===== src/rtl/flash_op_seq.sv =====
// Flash operation sequencer: splits erase/read/write requests into page- or
// sector-bounded ops and hands them one at a time to the flash controller.
module flash_op_seq #(
  parameter int P_PAGE_BYTES   = 256,
  parameter int P_SECTOR_BYTES = 4096
) (
  input  logic        i_clk,
  input  logic        i_rst,
  input  logic [1:0]  i_req_typ,
  input  logic [23:0] i_req_addr,
  input  logic [15:0] i_req_len,
  input  logic        i_req_valid,
  output logic        o_req_ready,
  output logic        o_done,
  output logic        o_err,
  output logic [7:0]  o_op_cnt,
  output logic [1:0]  o_op_typ,
  output logic [23:0] o_op_addr,
  output logic [8:0]  o_op_num,
  output logic        o_op_valid,
  input  logic        i_op_ready
);

  typedef enum logic [2:0] {
    S_IDLE, S_CHECK, S_CALC, S_ISSUE, S_WAIT, S_DONE
  } state_t;

  localparam logic [1:0]  TYP_ERASE = 2'd0;
  localparam logic [1:0]  TYP_BAD   = 2'd3;
  localparam logic [24:0] PAGE_SZ   = 25'(P_PAGE_BYTES);
  localparam logic [24:0] SECT_SZ   = 25'(P_SECTOR_BYTES);
  localparam logic [23:0] SECT_MASK = 24'(P_SECTOR_BYTES - 1);
  localparam logic [24:0] ADDR_LIM  = 25'h100_0000;

  state_t      state, state_n;
  logic [1:0]  typ_q, typ_n;
  logic [23:0] addr_q, addr_n;
  logic [15:0] rem_q, rem_n;
  logic [15:0] chunk_q, chunk_n;
  logic        wfirst_q, wfirst_n;
  logic [7:0]  cnt_n;
  logic [1:0]  op_typ_n;
  logic [23:0] op_addr_n;
  logic [8:0]  op_num_n;
  logic        err_n;

  // Chunk geometry: distance from addr to the next page/sector boundary
  logic [24:0] gran, offs, space, sum_end;
  always_comb begin
    gran    = (typ_q == TYP_ERASE) ? SECT_SZ : PAGE_SZ;
    offs    = {1'b0, addr_q} & (gran - 25'd1);
    space   = gran - offs;
    sum_end = {1'b0, addr_q} + {9'd0, rem_q};
  end

  always_comb begin
    state_n   = state;
    typ_n     = typ_q;
    addr_n    = addr_q;
    rem_n     = rem_q;
    chunk_n   = chunk_q;
    wfirst_n  = 1'b0;
    cnt_n     = o_op_cnt;
    op_typ_n  = o_op_typ;
    op_addr_n = o_op_addr;
    op_num_n  = o_op_num;
    err_n     = o_err;
    case (state)
      S_IDLE: begin
        if (i_req_valid && o_req_ready) begin
          typ_n   = i_req_typ;
          addr_n  = i_req_addr;
          rem_n   = i_req_len;
          cnt_n   = 8'd0;
          err_n   = 1'b0;
          state_n = S_CHECK;
        end
      end
      S_CHECK: begin
        if (typ_q == TYP_BAD || (typ_q != TYP_ERASE && sum_end > ADDR_LIM)) begin
          err_n   = 1'b1;
          state_n = S_DONE;
        end else if (rem_q == 16'd0) begin
          state_n = S_DONE;
        end else begin
          state_n = S_CALC;
        end
      end
      S_CALC: begin
        chunk_n  = ({9'd0, rem_q} < space) ? rem_q : space[15:0];
        op_typ_n = typ_q;
        if (typ_q == TYP_ERASE) begin
          op_addr_n = addr_q & ~SECT_MASK;
          op_num_n  = 9'd0;
        end else begin
          op_addr_n = addr_q;
          op_num_n  = chunk_n[8:0];
        end
        state_n = S_ISSUE;
      end
      S_ISSUE: begin
        if (i_op_ready) begin
          addr_n   = addr_q + {8'd0, chunk_q};
          rem_n    = rem_q - chunk_q;
          cnt_n    = (o_op_cnt == 8'hFF) ? o_op_cnt : o_op_cnt + 8'd1;
          wfirst_n = 1'b1;
          state_n  = S_WAIT;
        end
      end
      S_WAIT: begin
        // Controller ready may still be high from the handshake cycle
        if (!wfirst_q && i_op_ready)
          state_n = (rem_q != 16'd0) ? S_CALC : S_DONE;
      end
      S_DONE:  state_n = S_IDLE;
      default: state_n = S_IDLE;
    endcase
  end

  always_ff @(posedge i_clk) begin
    if (i_rst) begin
      state       <= S_IDLE;
      typ_q       <= 2'd0;
      addr_q      <= 24'd0;
      rem_q       <= 16'd0;
      chunk_q     <= 16'd0;
      wfirst_q    <= 1'b0;
      o_req_ready <= 1'b1;
      o_done      <= 1'b0;
      o_err       <= 1'b0;
      o_op_cnt    <= 8'd0;
      o_op_typ    <= 2'd0;
      o_op_addr   <= 24'd0;
      o_op_num    <= 9'd0;
      o_op_valid  <= 1'b0;
    end else begin
      state       <= state_n;
      typ_q       <= typ_n;
      addr_q      <= addr_n;
      rem_q       <= rem_n;
      chunk_q     <= chunk_n;
      wfirst_q    <= wfirst_n;
      o_req_ready <= (state_n == S_IDLE);
      o_done      <= (state_n == S_DONE);
      o_err       <= err_n;
      o_op_cnt    <= cnt_n;
      o_op_typ    <= op_typ_n;
      o_op_addr   <= op_addr_n;
      o_op_num    <= op_num_n;
      o_op_valid  <= (state_n == S_ISSUE);
    end
  end

endmodule

===== config.mk =====
export PLATFORM = sky130hd
export DESIGN_NAME = flash_op_seq
export DESIGN_NICKNAME = d
export VERILOG_FILES = /design/src/rtl/flash_op_seq.sv
export SDC_FILE = /design/constraint.sdc
export NUM_CORES = 1
export LEC_CHECK = 0
export CORE_AREA = 2 2 122 124
export DETAILED_ROUTE_END_ITERATION = 10
export DIE_AREA = 0 0 124 126
export PLACE_DENSITY = 0.82
export SYNTH_ARGS = -nofsm -noshare
export SYNTH_HDL_FRONTEND = slang
export SYNTH_SLANG_ARGS = --single-unit

===== constraint.sdc =====
create_clock -name i_clk -period 5 [get_ports i_clk]
set_input_delay 1 -clock i_clk [delete_from_list [all_inputs] [get_ports i_clk]]
set_output_delay 1 -clock i_clk [all_outputs]
set_load 0.01 [all_outputs]

==> run_results.csv, run 1 <==
group,metric,value,unit
final_layout,finalNetCount,1199,
worst_setup_path,worstSetupEndpointType,"flip-flop",
clock_network,cts_hold_buf,0,
sta,skew,12.1,ps
placement,detailed_place_hpwl,16800,um
clock_network,clock_tree.root_cell,"sky130_fd_sc_hd__clkbuf_16",
clock_network,clk_transition_reported_paths,70,ps
final_layout,post_route_cells_drive_above_1_share,0.0523,
worst_setup_path,timing.rr.start,"addr_q[2]$_SDFFE_PP0P_",
routing,detail_route.drc_violations,0,
grt,grt_antenna_before_repair,0,
routing,wl_per_cell,18.2,um
sta,max-slew-margin-rel,0.383,
outcome,run_status,"finished clean",
routing,routed_wire_length,23200,um
power_and_ir_drop,static_power_due_to_leakage,0.00353,uW
die,core-area,14300,um^2
routing,drt.antenna.violating_nets,0,
worst_setup_path,cp_data_arrival_time,3980,ps
worst_setup_path,startpoint_type,"flip-flop",
sta,report.final.slew_viol_count,0,
hold_path,hold_path_class,"reg2reg",
final_layout,regArea,2180,um^2
logic_synthesis,post_synth_instance_area,7760,um^2
routing,detail_route.first_pass.iterations,5,
final_layout,layout.filler_cells,1309,
clock_network,cts_setup_buffers,0,
worst_setup_path,worst-endpoint-required,5280,ps
grt,globalRoute.busiestLayer,"met2",
clock_network,clk_path_buf_depth,2,
grt,grt.overflow.total,0,
grt,grt.total_usage,0.304,
logic_synthesis,yosysSeqAreaShare,0.281,
logic_synthesis,async_set_or_reset_flop_fraction_in_the_synthesized_netlist,0,
sta,fmaxAchievable,0.271,GHz
grt,grt_pass1_wl,37500,um
die,die_y,126,um
sta,number_of_hold_slack_violations_in_the_final_timing_report,0,
sta,timing.final.crit_period,3690,ps
clock_network,cts_sink_cnt,109,
routing,drtIter0Drc,644,
logic_synthesis,synth_fa_ha_area_frac,0.113,
logic_synthesis,synth_enable_flop_cells,0,
worst_setup_path,timing_worst_setup_path_type,"reg2reg",
routing,post_drt_via_cell_ratio,6.13,
clock_network,cts.htree.levels,3,
grt,globalRouteMet3Util,0.0543,
grt,grt_start_max_net_pins,79,
logic_synthesis,yosys_warnings,0,
sta,grt_setup_unrepaired,"false",
routing,vias,7808,
die,die-area,15600,um^2
logic_synthesis,post_synth_xor_area_fraction,0.0429,
die,floorplan.initialDensity,0.542,
grt,grt_util_met2,0.491,
logic_synthesis,synth.lib_cells_used.distinct,70,
sta,timing_worst_slew_pin_value,925,ps
sta,setup_tns,0,ps
placement,gp_congestion,0.966,
logic_synthesis,synth_top_family_by_area,"compound AO/OA/AOI/OAI gates",
power_and_ir_drop,peakVddDrop,0.324,mV
clock_network,clk_latency,370,ps
logic_synthesis,synth_mux_area_frac,0.0208,
clock_network,cts_resized,0,
final_layout,antenna-diode-count,0,
final_layout,area_used_by_multi_input_combinational_logic,5190,um^2
sta,timing.final.setup_violations,0,
logic_synthesis,post_synth_inst_count,1029,
final_layout,post_layout_nonfiller_instances,1274,
grt,globalRouteMet1Util,0.390,
die,die_x,124,um
clock_network,tritoncts_clock_tree,"built",
die,top_ports,93,
hold_path,worst_hold_startpoint,"o_op_addr[9]$_SDFFE_PP0P_",
logic_synthesis,yosys_most_used_dff,"sky130_fd_sc_hd__dfxtp_1",
flow_run,max-cap-violations,0,
die,floorplan.rows,44,
logic_synthesis,synth_simple_gate_area_frac,0.227,
final_layout,syn_to_final_growth,16.6,%
placement,dpl.cell_count,1258,
grt,number_of_global_route_vias_before_repair,7499,
logic_synthesis,synth.avg_cell_area,7.54,um^2
sta,timing.final.crit_share,0.738,
clock_network,tritoncts.num_buffers,9,
power_and_ir_drop,cellPowerDensity,595,nW/um^2
worst_setup_path,worst-path-max-fanout,10,
logic_synthesis,post_synthesis_compound_gate_area_fraction,0.262,
placement,placement.io_buffers,92,
worst_setup_path,critPathLaunch,"addr_q[2]$_SDFFE_PP0P_",
logic_synthesis,postSynthRegisterBits,109,
==> cells by family (layout without fill, tap and decap cells) <==
family / Yosys count / after routing
and+or+nand+nor: 375 / 375
DFF: 109 / 109
adders and majority gates: 68 / 68
other: 1 / 3
xor gates and xnor gates: 38 / 38
muxes: 15 / 15
AOI/OAI and AO/OA: 317 / 317
buffers and inverters: 106 / 165
==> cell usage after synthesis (all sizes together), types with 4 or more instances <==
| cell type | number | area (um^2) |
|---|---|---|
| nand3 | 45 | 225 |
| inv | 48 | 180 |
| nand4 | 10 | 62.6 |
| mux2i | 6 | 60.1 |
| nor3 | 35 | 175 |
| nor2 | 88 | 330 |
| a211oi | 25 | 193 |
| nor4 | 12 | 75.1 |
| or3 | 7 | 43.8 |
| a21o | 19 | 143 |
| o21a | 16 | 120 |
| o21ai | 74 | 370 |
| nand2 | 118 | 443 |
| a31oi | 10 | 62.6 |
| mux2 | 9 | 101 |
| o21bai | 6 | 45.0 |
| a22oi | 4 | 30.0 |
| xor2 | 22 | 193 |
| ha | 65 | 813 |
| buf | 8 | 45.0 |
| and3 | 9 | 56.3 |
| clkbuf | 50 | 188 |
| dfxtp | 109 | 2180 |
| nor2b | 9 | 56.3 |
| nand2b | 10 | 62.6 |
| a21oi | 95 | 475 |
| o31ai | 6 | 45.0 |
| o31a | 7 | 61.3 |
| xnor2 | 16 | 140 |
| or2 | 12 | 75.1 |
| a311oi | 8 | 70.1 |
| nand3b | 4 | 30.0 |
| and2 | 7 | 43.8 |
| o211ai | 11 | 82.6 |
==> critical path: stages, from the launching register on <==
cell and delay (ps):
sky130_fd_sc_hd__dfxtp_1 400, sky130_fd_sc_hd__nor4_1 440, sky130_fd_sc_hd__nand2b_1 140, sky130_fd_sc_hd__nor2_1 140
sky130_fd_sc_hd__nand2_1 110, sky130_fd_sc_hd__nor3_1 190, sky130_fd_sc_hd__xnor2_1 140, sky130_fd_sc_hd__nand2_1 90
sky130_fd_sc_hd__ha_1 310, sky130_fd_sc_hd__o21ai_0 150, sky130_fd_sc_hd__nand2b_1 80, sky130_fd_sc_hd__a21oi_1 150
sky130_fd_sc_hd__o21bai_1 90, sky130_fd_sc_hd__a21oi_1 180, sky130_fd_sc_hd__nor2b_1 70, sky130_fd_sc_hd__a21oi_1 180
sky130_fd_sc_hd__buf_4 230, sky130_fd_sc_hd__mux2_2 360, sky130_fd_sc_hd__o31ai_1 180
==> sequential cells by signal, indices dropped and copies added, names as in the netlist, 2 cells and up <==
signal	count
rem_q	16
o_op_typ	2
chunk_q	16
typ_q	2
state	3
o_op_num	9
o_op_cnt	8
addr_q	24
o_op_addr	24
==> metrics by stage <==
stage          hold slack, ps  worst slack, ps   util  total power (uW)  cell area [um^2]
2_1_floorplan             449             1460      -              3770              7770
3_5_place_dp              442             1420  0.612              4590              8760
6_report                  453             1310  0.632              5380              9050
5_1_grt                   480              916  0.632              5810              9050
3_3_place_gp              440             1490  0.612              4540              8760
4_1_cts                   453             1380  0.632              5330              9050
==> layer usage <==
| layer | part of all wire | vias up | routed length [um] |
|---|---|---|---|
| met5 | 0 | - | 0 |
| met4 | 0.040 | 0 | 928 |
| met3 | 0.059 | 62 | 1360 |
| met2 | 0.46 | 287 | 10700 |
| met1 | 0.44 | 3623 | 10200 |
| li1 | - | 3836 | - |
==> layout make-up <==
cell class,count,share of cell area
inverter,48,0.0199
tap,184,0.0254
timing repair buffer,101,0.109
clock buffer,11,0.0268
sequential,109,0.241
clock inverter,5,0.00456
multi-input combinational,816,0.573
==> placed cells by master, fill, tap and decap left out, drive strengths merged, types with 22 or more instances in the layout <==
master,count
clkdlybuf4s50,91
dfxtp,109
nand3,45
o21ai,74
xor2,22
inv,51
nand2,118
ha,65
a211oi,25
a21oi,95
nor3,35
nor2,88
==> worst paths after layout <==
kind	endpoint	cells after the start	slack (ps)
hold / removal	o_op_addr[9]$_SDFFE_PP0P_	2	450
setup reg to reg	chunk_q[8]$_SDFFE_PP0P_	18	1310
setup / recovery	chunk_q[8]$_SDFFE_PP0P_	18	1310
hold reg to reg	o_op_addr[9]$_SDFFE_PP0P_	2	450
==> power by group <==
group	total [uW]	switching, uW	leakage (uW)	internal [uW]
registers	1400	339	0.000889	1060
logic	3260	1920	0.00250	1340
clock network	716	357	0.000138	359
(Power assumes the default switching activity.)
==> run 2, diff against run 1 <==
Clock period 5 ns to 3.7 ns, I/O delays scaled along.
==> run 2 against run 1 <==
  * Via count grew 4.1%
  * Largest cell class unchanged
  * Combinational power grew 46%
  * Sequential power grew 29%
  * Sequential share of layout area shrank 0.61 points
  * Non-clock buffer count grew 27
  * Total power grew 40%
==> run_results.csv, run 2 (same netlist as run 1, synthesis figures left out) <==
group,metric,value,unit
routing,drt.antenna.violating_nets,0,
worst_setup_path,critPathTopFamily,"compound AO/OA/AOI/OAI gates",
power_and_ir_drop,internal_power,3940,uW
grt,grt.total_usage,0.307,
sta,number_of_hold_slack_violations_in_the_final_timing_report,0,
die,die_y,126,um
clock_network,clock_tree.root_cell,"sky130_fd_sc_hd__clkbuf_16",
clock_network,tritoncts.num_buffers,9,
worst_setup_path,cp_data_arrival_time,3760,ps
power_and_ir_drop,pwr-share-clk,0.131,
clock_network,clk_path_buf_depth,2,
power_and_ir_drop,static_power_due_to_leakage,0.00368,uW
placement,gp_congestion,1.03,
grt,number_of_global_route_vias_before_repair,7421,
die,floorplan.rows,44,
clock_network,clk_latency,360,ps
power_and_ir_drop,power.sequential.fraction,0.239,
sta,hold_slack,456,ps
worst_setup_path,worst-endpoint-required,3940,ps
worst_setup_path,timing_worst_setup_path_type,"reg2reg",
flow_run,max-cap-violations,0,
clock_network,cts.htree.levels,3,
routing,vias,8130,
worst_setup_path,startpoint_type,"flip-flop",
final_layout,most-common-layout-cells,"sky130_fd_sc_hd__nand2_1 (118), sky130_fd_sc_hd__dfxtp_1 (108), sky130_fd_sc_hd__a21oi_1 (94), sky130_fd_sc_hd__clkdlybuf4s50_1 (91), sky130_fd_sc_hd__nor2_1 (86)",
power_and_ir_drop,power.switching_fraction,0.479,
routing,wl_per_cell,18.5,um
routing,detail_route.first_pass.iterations,6,
final_layout,fin_util,0.649,
final_layout,finalNetCount,1226,
grt,grt_start_max_net_pins,61,
worst_setup_path,crit_buf_inv,0,
final_layout,post_layout_nonfiller_instances,1299,
worst_setup_path,worstSetupEndpointType,"flip-flop",
routing,drtIter0Drc,792,
grt,grt_antenna_before_repair,0,
clock_network,cts_hold_buf,0,
sta,max-slew-margin-rel,0.572,
final_layout,antenna-diode-count,0,
placement,detailed_place_hpwl,17800,um
power_and_ir_drop,cellPowerDensity,813,nW/um^2
power_and_ir_drop,comb_power_share,0.631,
sta,timing.final.crit_share,0.950,
sta,setup_tns,0,ps
power_and_ir_drop,p_sw,3610,uW
clock_network,clk_transition_reported_paths,70,ps
die,die_x,124,um
worst_setup_path,crit_chain,"ha_1, fa_1, a211o_1, a21o_1, a21o_1, a21oi_1, xnor2_1, o31a_1, nand4_1, a2111oi_2, nor4b_2, o31a_1",
grt,grt.overflow.total,0,
sta,timing_worst_slew_pin_value,641,ps
clock_network,tritoncts_clock_tree,"built",
worst_setup_path,worst-path-max-fanout,4,
die,top_ports,93,
sta,report.final.slew_viol_count,0,
sta,timing.final.crit_period,3510,ps
routing,detail_route.drc_violations,0,
routing,post_drt_via_cell_ratio,6.26,
sta,fmaxAchievable,0.285,GHz
outcome,run_status,"finished clean",
die,floorplan.initialDensity,0.542,
worst_setup_path,worst_path_max_delay_cell,"sky130_fd_sc_hd__a2111oi_2",
sta,skew,8.54,ps
sta,timing.final.setup_violations,0,
worst_setup_path,critPathMaxStageDelay,450,ps
clock_network,cts_sink_cnt,109,
final_layout,layout.cells.most_common,"sky130_fd_sc_hd__nand2_1",
placement,dpl.cell_count,1284,
hold_path,hold_path_class,"reg2reg",
final_layout,top_regs,"addr_q (24), o_op_addr (24)",
final_layout,syn_to_final_growth,19.7,%
power_and_ir_drop,finalPower,7550,uW
power_and_ir_drop,peakVddDrop,0.628,mV
final_layout,post_route_cells_drive_above_1_share,0.0771,
die,die-area,15600,um^2
die,core-area,14300,um^2
routing,routed_wire_length,24000,um
placement,placement.io_buffers,92,
grt,grt_pass1_wl,37700,um
==> run 2: path summary, 6_finish.rpt <==
check             cells past startpoint  slack (ps)                          to                       start
hold / removal                        2         460  o_op_addr[13]$_SDFFE_PP0P_  o_op_addr[13]$_SDFFE_PP0P_
setup reg to reg                     12         190         state[0]$_SDFF_PP0_       rem_q[0]$_SDFFE_PP0P_
hold reg to reg                       2         460  o_op_addr[13]$_SDFFE_PP0P_  o_op_addr[13]$_SDFFE_PP0P_
setup / recovery                     12         190         state[0]$_SDFF_PP0_       rem_q[0]$_SDFFE_PP0P_
==> run 2: cell type report <==
type                            instances  area, um^2
Clock buffer                           11         243
Sequential cell                       109        2180
Inverter                               48         180
Fill cell                            1253        5020
Clock inverter                          3        46.3
Tap cell                              184         230
Multi-Input combinational cell        816        5200
Timing Repair Buffer                  128        1200
==> run 2: per-stage QoR <==
| step | setup slack, ps | instance area [um^2] |
|---|---|---|
| global placement | 305 | 8960 |
| CTS | 153 | 9250 |
| global route | -4.78 | 9290 |
| floorplan | 157 | 7770 |
| detailed placement | 182 | 8960 |
| finish | 186 | 9290 |
==> run 2: per-layer routing <==
layer,part of all wire,global-route usage
met5,0,0
met4,0.035,0.126
met1,0.42,0.407
met2,0.47,0.497
met3,0.074,0.0462
==> run 2: timing repair <==
| action | CTS | global route |
|---|---|---|
| endpoints found under the setup margin | 0 | 17 |
| resized for setup | 0 | 6 |
| buffers inserted | 0 | 1 |
==> run 2: worst reg2reg max path, cell delays in order, from the launching register on <==
cell and delay (ps):
sky130_fd_sc_hd__dfxtp_1 350, sky130_fd_sc_hd__ha_1 240, sky130_fd_sc_hd__fa_1 430, sky130_fd_sc_hd__a211o_1 340
sky130_fd_sc_hd__a21o_1 190, sky130_fd_sc_hd__a21o_1 200, sky130_fd_sc_hd__a21oi_1 310, sky130_fd_sc_hd__xnor2_1 180
sky130_fd_sc_hd__o31a_1 160, sky130_fd_sc_hd__nand4_1 120, sky130_fd_sc_hd__a2111oi_2 450, sky130_fd_sc_hd__nor4b_2 120
sky130_fd_sc_hd__o31a_1 310
==> run 2: power groups by stage <==
stage | combinational, uW | clock (uW) | sequential [uW]
floorplan | 3380 | 0 | 1710
CTS | 4640 | 991 | 1780
finish | 4760 | 986 | 1800
detailed placement | 4600 | 0 | 1810
global route | 5270 | 1030 | 1830
global placement | 4520 | 0 | 1800
